[config.mk]
export PLATFORM = sky130hd
export DESIGN_NAME = oam_dma
export DESIGN_NICKNAME = d
export VERILOG_FILES = /design/src/rtl/oam_dma.sv
export SDC_FILE = /design/constraint.sdc
export NUM_CORES = 1
export LEC_CHECK = 0
export CELL_PAD_IN_SITES_DETAIL_PLACEMENT = 0
export CELL_PAD_IN_SITES_GLOBAL_PLACEMENT = 1
export CORE_MARGIN = 3
export CORE_UTILIZATION = 30
export CTS_BUF_LIST = sky130_fd_sc_hd__clkbuf_2 sky130_fd_sc_hd__clkbuf_4 sky130_fd_sc_hd__clkbuf_8
export CTS_CLUSTER_DIAMETER = 80
export DETAILED_ROUTE_END_ITERATION = 8
export PLACE_DENSITY = 0.8
export SYNTH_ARGS = -nofsm -noshare
export SYNTH_HDL_FRONTEND = slang
export SYNTH_SLANG_ARGS = --single-unit
[constraint.sdc]
create_clock -name clk -period 2.3 [get_ports clk]
set_input_delay 0.575 -clock clk [delete_from_list [all_inputs] [get_ports clk]]
set_output_delay 0.575 -clock clk [all_outputs]
set_load 0.005 [all_outputs]
[src/rtl/oam_dma.sv]
// Sprite DMA engine: a $4014 write copies page $P00-$PFF into OAMDATA ($2004); otherwise the CPU bus passes straight through.
// Optional feature macro: OAM_DMA_ALIGN_EN inserts one ALIGN cycle when the DUMMY cycle lands on an odd parity.
module oam_dma (
    input  logic        clk,
    input  logic        reset,
    input  logic [15:0] cpu_addr,
    input  logic        cpu_WE,
    input  logic [7:0]  cpu_wdata,
    input  logic [7:0]  mem_rdata,
    output logic [15:0] bus_addr,
    output logic        bus_WE,
    output logic [7:0]  bus_wdata,
    output logic        cpu_stall,
    output logic        dma_active
);

    localparam logic [15:0] DMA_TRIGGER_ADDR = 16'h4014;
    localparam logic [15:0] OAMDATA_ADDR     = 16'h2004;

    typedef enum logic [2:0] {
        IDLE,
        DUMMY,
        ALIGN,
        READ,
        WRITE
    } state_t;

    state_t     state;
    logic [7:0] page;
    logic [7:0] idx;
    logic [7:0] data_byte;
    logic       trigger;
    logic       need_align;

    assign trigger = cpu_WE && (cpu_addr == DMA_TRIGGER_ADDR);

`ifdef OAM_DMA_ALIGN_EN
    // Free-running even/odd cycle marker; an odd DUMMY cycle costs one extra ALIGN cycle.
    logic parity;

    always_ff @(posedge clk) begin
        if (reset) begin
            parity <= 1'b0;
        end else begin
            parity <= ~parity;
        end
    end

    assign need_align = parity;
`else
    assign need_align = 1'b0;
`endif

    // NOTE: sequential state uses non-blocking assignments so every flop samples pre-edge values.
    always_ff @(posedge clk) begin
        if (reset) begin
            state      <= IDLE;
            page       <= 8'h00;
            idx        <= 8'h00;
            data_byte  <= 8'h00;
            cpu_stall  <= 1'b0;
            dma_active <= 1'b0;
        end else begin
            case (state)
                IDLE: begin
                    if (trigger) begin
                        page       <= cpu_wdata;
                        idx        <= 8'h00;
                        state      <= DUMMY;
                        cpu_stall  <= 1'b1;
                        dma_active <= 1'b1;
                    end
                end
                DUMMY: begin
                    state <= need_align ? ALIGN : READ;
                end
                ALIGN: begin
                    state <= READ;
                end
                READ: begin
                    data_byte <= mem_rdata;
                    state     <= WRITE;
                end
                WRITE: begin
                    // idx wraps within 8 bits so the transfer never leaves the page.
                    idx <= idx + 8'd1;
                    if (idx == 8'hFF) begin
                        state      <= IDLE;
                        cpu_stall  <= 1'b0;
                        dma_active <= 1'b0;
                    end else begin
                        state <= READ;
                    end
                end
                default: begin
                    state      <= IDLE;
                    cpu_stall  <= 1'b0;
                    dma_active <= 1'b0;
                end
            endcase
        end
    end

    // NOTE: every output gets a default before the case so no path can infer a latch.
    always_comb begin
        bus_addr  = cpu_addr;
        bus_WE    = cpu_WE;
        bus_wdata = cpu_wdata;
        case (state)
            IDLE: begin
            end
            DUMMY, ALIGN: begin
                bus_WE    = 1'b0;
                bus_wdata = data_byte;
            end
            READ: begin
                bus_addr  = {page, idx};
                bus_WE    = 1'b0;
                bus_wdata = data_byte;
            end
            WRITE: begin
                bus_addr  = OAMDATA_ADDR;
                bus_WE    = 1'b1;
                bus_wdata = data_byte;
            end
            default: begin
                bus_WE = 1'b0;
            end
        endcase
    end

endmodule

# Word level (Yosys, flattened, before mapping)
# Index checks and enable logic that the tools add are counted.
# Widths: inputs -> output; s select.
# word_totals
regBits,28
in_bits,35
out_inout_bits,27
word_cells,35
# op_classes
n_addsub,1
eq_ne,8
muxes,11
bitwise,1
reduce_logical,9
# op_table
operator,count
$pmux 16 s2,1
$eq 16x15->1 const B,1
$mux 8,2
$pmux 8 s2,1
$pmux 3 s4,1
$add 8x1->8 const B,1
$eq 8x8->1 const B,1
$eq 3x2->1 const B,2
$ne 2x2->1 const B,2
$reduce_and 2->1,2
$reduce_or 4->1,1
$eq 3x1->1 const B,1
$eq 3x3->1 const B,1
$logic_not 3->1,1
$mux 3,1
$pmux 1 s3,1
$reduce_and 3->1,1
$reduce_or 3->1,1
$mux 1,2
$mux 2,1
$pmux 1 s2,1
$reduce_bool 2->1,1
$reduce_or 2->1,1
$logic_and 1x1->1,1
$not 1->1,1

# Logic depth before layout (Yosys ltp)
# logic_depth
depth_word,4
ltp_mapped,6
mapped_depth_nobuf,5

# Worst setup path after synthesis
# No wires, ideal clock.
# synth_path
path_type,reg2out
startpoint,register state[2]
endpoint,output port bus_addr[0]
t_arrival_ns,1.279
required_time_ns,1.725
path_slack_ns,0.446
path_stages_with_launch,7
n_path_buf,2
cell_sequence,dfxtp_1 -> inv_1 -> and3_1 -> buf_2 -> nor2_4 -> buf_4 -> a22o_1
# synth_via
elab_chain_cells,2
word_cells_on_any_way,3
classes_between,eq/ne (2); mux (1)
# synth_rtl
element,line_no,rtl
"start, declared",28,state_t state;
"start signal, assigned",75,state <= need_align ? ALIGN : READ;
$eq 3x3->1 or $eq 3x2->1 (tied branches),109,case (state)
$pmux 16 s2 *,109,
"end, declared",10,"output logic [15:0] bus_addr,"
# Mark *: on every way between the ends. The rest lies on a longest branch, timed or not.

# Worst setup path in the final report
# Ends and elaborated chain as after synthesis.

==> results.toml <==
[floorplanning]
die-area_mm2 = 0.00608
initial_utilization_pct = 31.9
die_y_um = 78
rows = 25
io_pins = 62
core-area_mm2 = 0.00488
fp.dieW_um = 78

[grt]
grt_pass1_wl_um = 8200
grt_overflow = 0
antenna_found_initial = 0
track_usage_pct = 16.7
grt_pass1_vias = 1623
grt_max_degree = 29

[worst_setup_path]
slowest_delay_ns = 0.39
path_max_fanout = 14
crit_type = "reg2out"
worstPathArrival_ns = 1.68
crit_top_cell = "buf_6"
path_cells = "buf_6 -> nor3b_4 -> buf_6 -> nor2_4 -> buf_12 -> a22o_1 -> clkdlybuf4s15_1"
worst_path_max_delay_cell = "dfxtp_4"
endpoint_kind = "primary output"
cp-start-kind = "flop"
required_ns = 1.73

[detailed_routing]
drcViolationCount = 0
avgViaCountPerCell = 4.93
ant_nets = 0
routed_wl_um = 5150
wire_per_inst_um = 15.1
drtIter0Drc = 78
vias = 1685
dr.pass1.iters = 4

[layout]
final_util_pct = 52.5
fin_nets = 312
final_area_mm2 = 0.00256
fillers = 476
area_growth_pct = 64.8
antenna_cells = 0
drive_gt1_share_pct = 29.8

[timing]
post-route-period-util_pct = 97.9
max_freq_mhz = 444
worst_hold_slack_ns = 0.459
hold_viol_final = 0
skew_ns = 0.00259
worstMarginPinSlew_ns = 0.364
period_needed_ns = 2.25
maxSlewViolCount = 0
max_slew_margin_pct = 75.4
setup_viol = 0
fin_ws_ns = 0.0474

[logic_synthesis]
synth_cell_types = 38
syn_inst = 183
ys.warnings.count = 0
syn_area_mm2 = 0.00156
ys_ff_latch = 28
syn_nets = 219
synth-async-reset-ratio_pct = 0
post-synth-top-count-cell = "dfxtp_1"
syn_area_per_cell_um2 = 8.50
synth_edf_count = 0
synth_common_cells = "dfxtp_1 (28), nand2_1 (24), a21oi_1 (23)"
synth.top_cell.area_share_pct = 36.0
ys_seq_area_share_pct = 36.0
synth_ff_type = "dfxtp_1"
synth.area.top_cells = "dfxtp_1 (36%), a22o_1 (7.9%), a21oi_1 (7.4%)"
synth_top_cell_by_area = "dfxtp_1"

[place]
portBuffers = 61
place_area_mm2 = 0.00241
dp_slack_ns = -0.0830
hpwl_um = 3680
place_congestion = 0.806

[power]
vdd_drop_max_v = 0.000241
power_density_mw_per_mm2 = 431
power.leakage_nw = 1.05

[run_status]
run_status = "finished clean"

[clock_network]
cts_buffer_depth = 2
htree_levels = 1
cts_made_buffers = 3
cts_root_buffer = "clkbuf_8"
cts_tree = "built"
path_clk_slew_ns = 0.10
worstSkewPairLatency_ns = 0.27
cts.sinks = 28

[worst_hold_path]
worstHoldPathType = "reg2reg"

[run]
drv_cap = 0
-- worst max-delay path, delay by kind of cell (launching register included) --
kind            cells  cell delay, ns
buf+inv             4            0.59
flops               1            0.39
simple gates        2            0.25
compound gates      1            0.18
-- flip-flops by register name (all words and copies together), names as in the netlist --
name	flops
idx	8
state	3
data_byte	8
page	8
dma_active	1
-- routing by layer --
metal	share of wire (%)	GRT usage, %
met4	0.60	2.97
met5	0	0
met2	48	28.3
met3	5.3	2.78
met1	46	22.4
-- final cells by class --
| class | count | area, µm² | area share, % |
|---|---|---|---|
| clock buffers | 4 | 55.1 | 2.15 |
| well taps | 67 | 83.8 | 3.27 |
| multi-input cells | 138 | 928 | 36.2 |
| flip-flops and latches | 28 | 567 | 22.1 |
| repair buffers | 103 | 921 | 35.9 |
| inverters | 2 | 7.51 | 0.293 |
-- layout by cell type (no fill, tap or decap), drive strengths merged, types with 4 or more instances in the layout --
| cell type | Yosys | routed |
|---|---|---|
| buf | 10 | 42 |
| clkdlybuf4s50 | 0 | 36 |
| dfxtp | 28 | 28 |
| nand2 | 24 | 24 |
| a21oi | 23 | 23 |
| clkbuf | 5 | 17 |
| a22o | 14 | 14 |
| nand3 | 13 | 13 |
| o21ai | 10 | 10 |
| nor2 | 9 | 9 |
| mux2 | 8 | 8 |
| clkdlybuf4s15 | 0 | 8 |
| nor3 | 6 | 6 |
| xor2 | 5 | 5 |
| dlygate4sd2 | 0 | 4 |
| and3 | 4 | 4 |
-- logic make-up after synthesis --
| kind of cell | share of synthesized area, % |
|---|---|
| AO/OA/AOI/OAI | 21.4 |
| XOR/XNOR | 3.86 |
| adder cells (fa/ha/maj) | 0.804 |
| buffers and inverters | 6.11 |
| flip-flops | 36.0 |
| multiplexers | 5.79 |
| AND/OR/NAND/NOR | 26.0 |
-- power breakdown --
group	leakage (nW)	switching, W	internal (W)
Clock	0.0288	0.000161	0.000153
Sequential	0.227	0.00000429	0.000488
Combinational	0.791	0.000108	0.000189
Total	1.05	0.000273	0.000831
-- per-stage QoR --
step / setup TNS (ns) / power (W) / instances
floorplan: 0 / 0.000606 / 183
detailed placement: -1.11 / 0.000785 / 327
global placement: -0.314 / 0.000785 / 327
finish: 0 / 0.00110 / 342
CTS: -0.00868 / 0.00112 / 340
global route: -0.0960 / 0.00115 / 342
-- worst paths after layout --
kind,startpoint,to,slack (ns),cells after the start
min reg2reg,data_byte[7],data_byte[7],0.46,2
max reg2reg,idx[0],state[0],0.76,5
min,data_byte[7],data_byte[7],0.46,2
max,state[2],bus_addr[0],0.05,7
-- what timing repair did --
item | CTS | global route
resized for setup | 57 | 16
hold buffers | 0 | 0
setup endpoints to repair | 25 | 22
pin swaps | 4 | 2
buffers inserted | 9 | 2
endpoints found under the hold margin | 0 | 0
(Power assumes the default switching activity.)
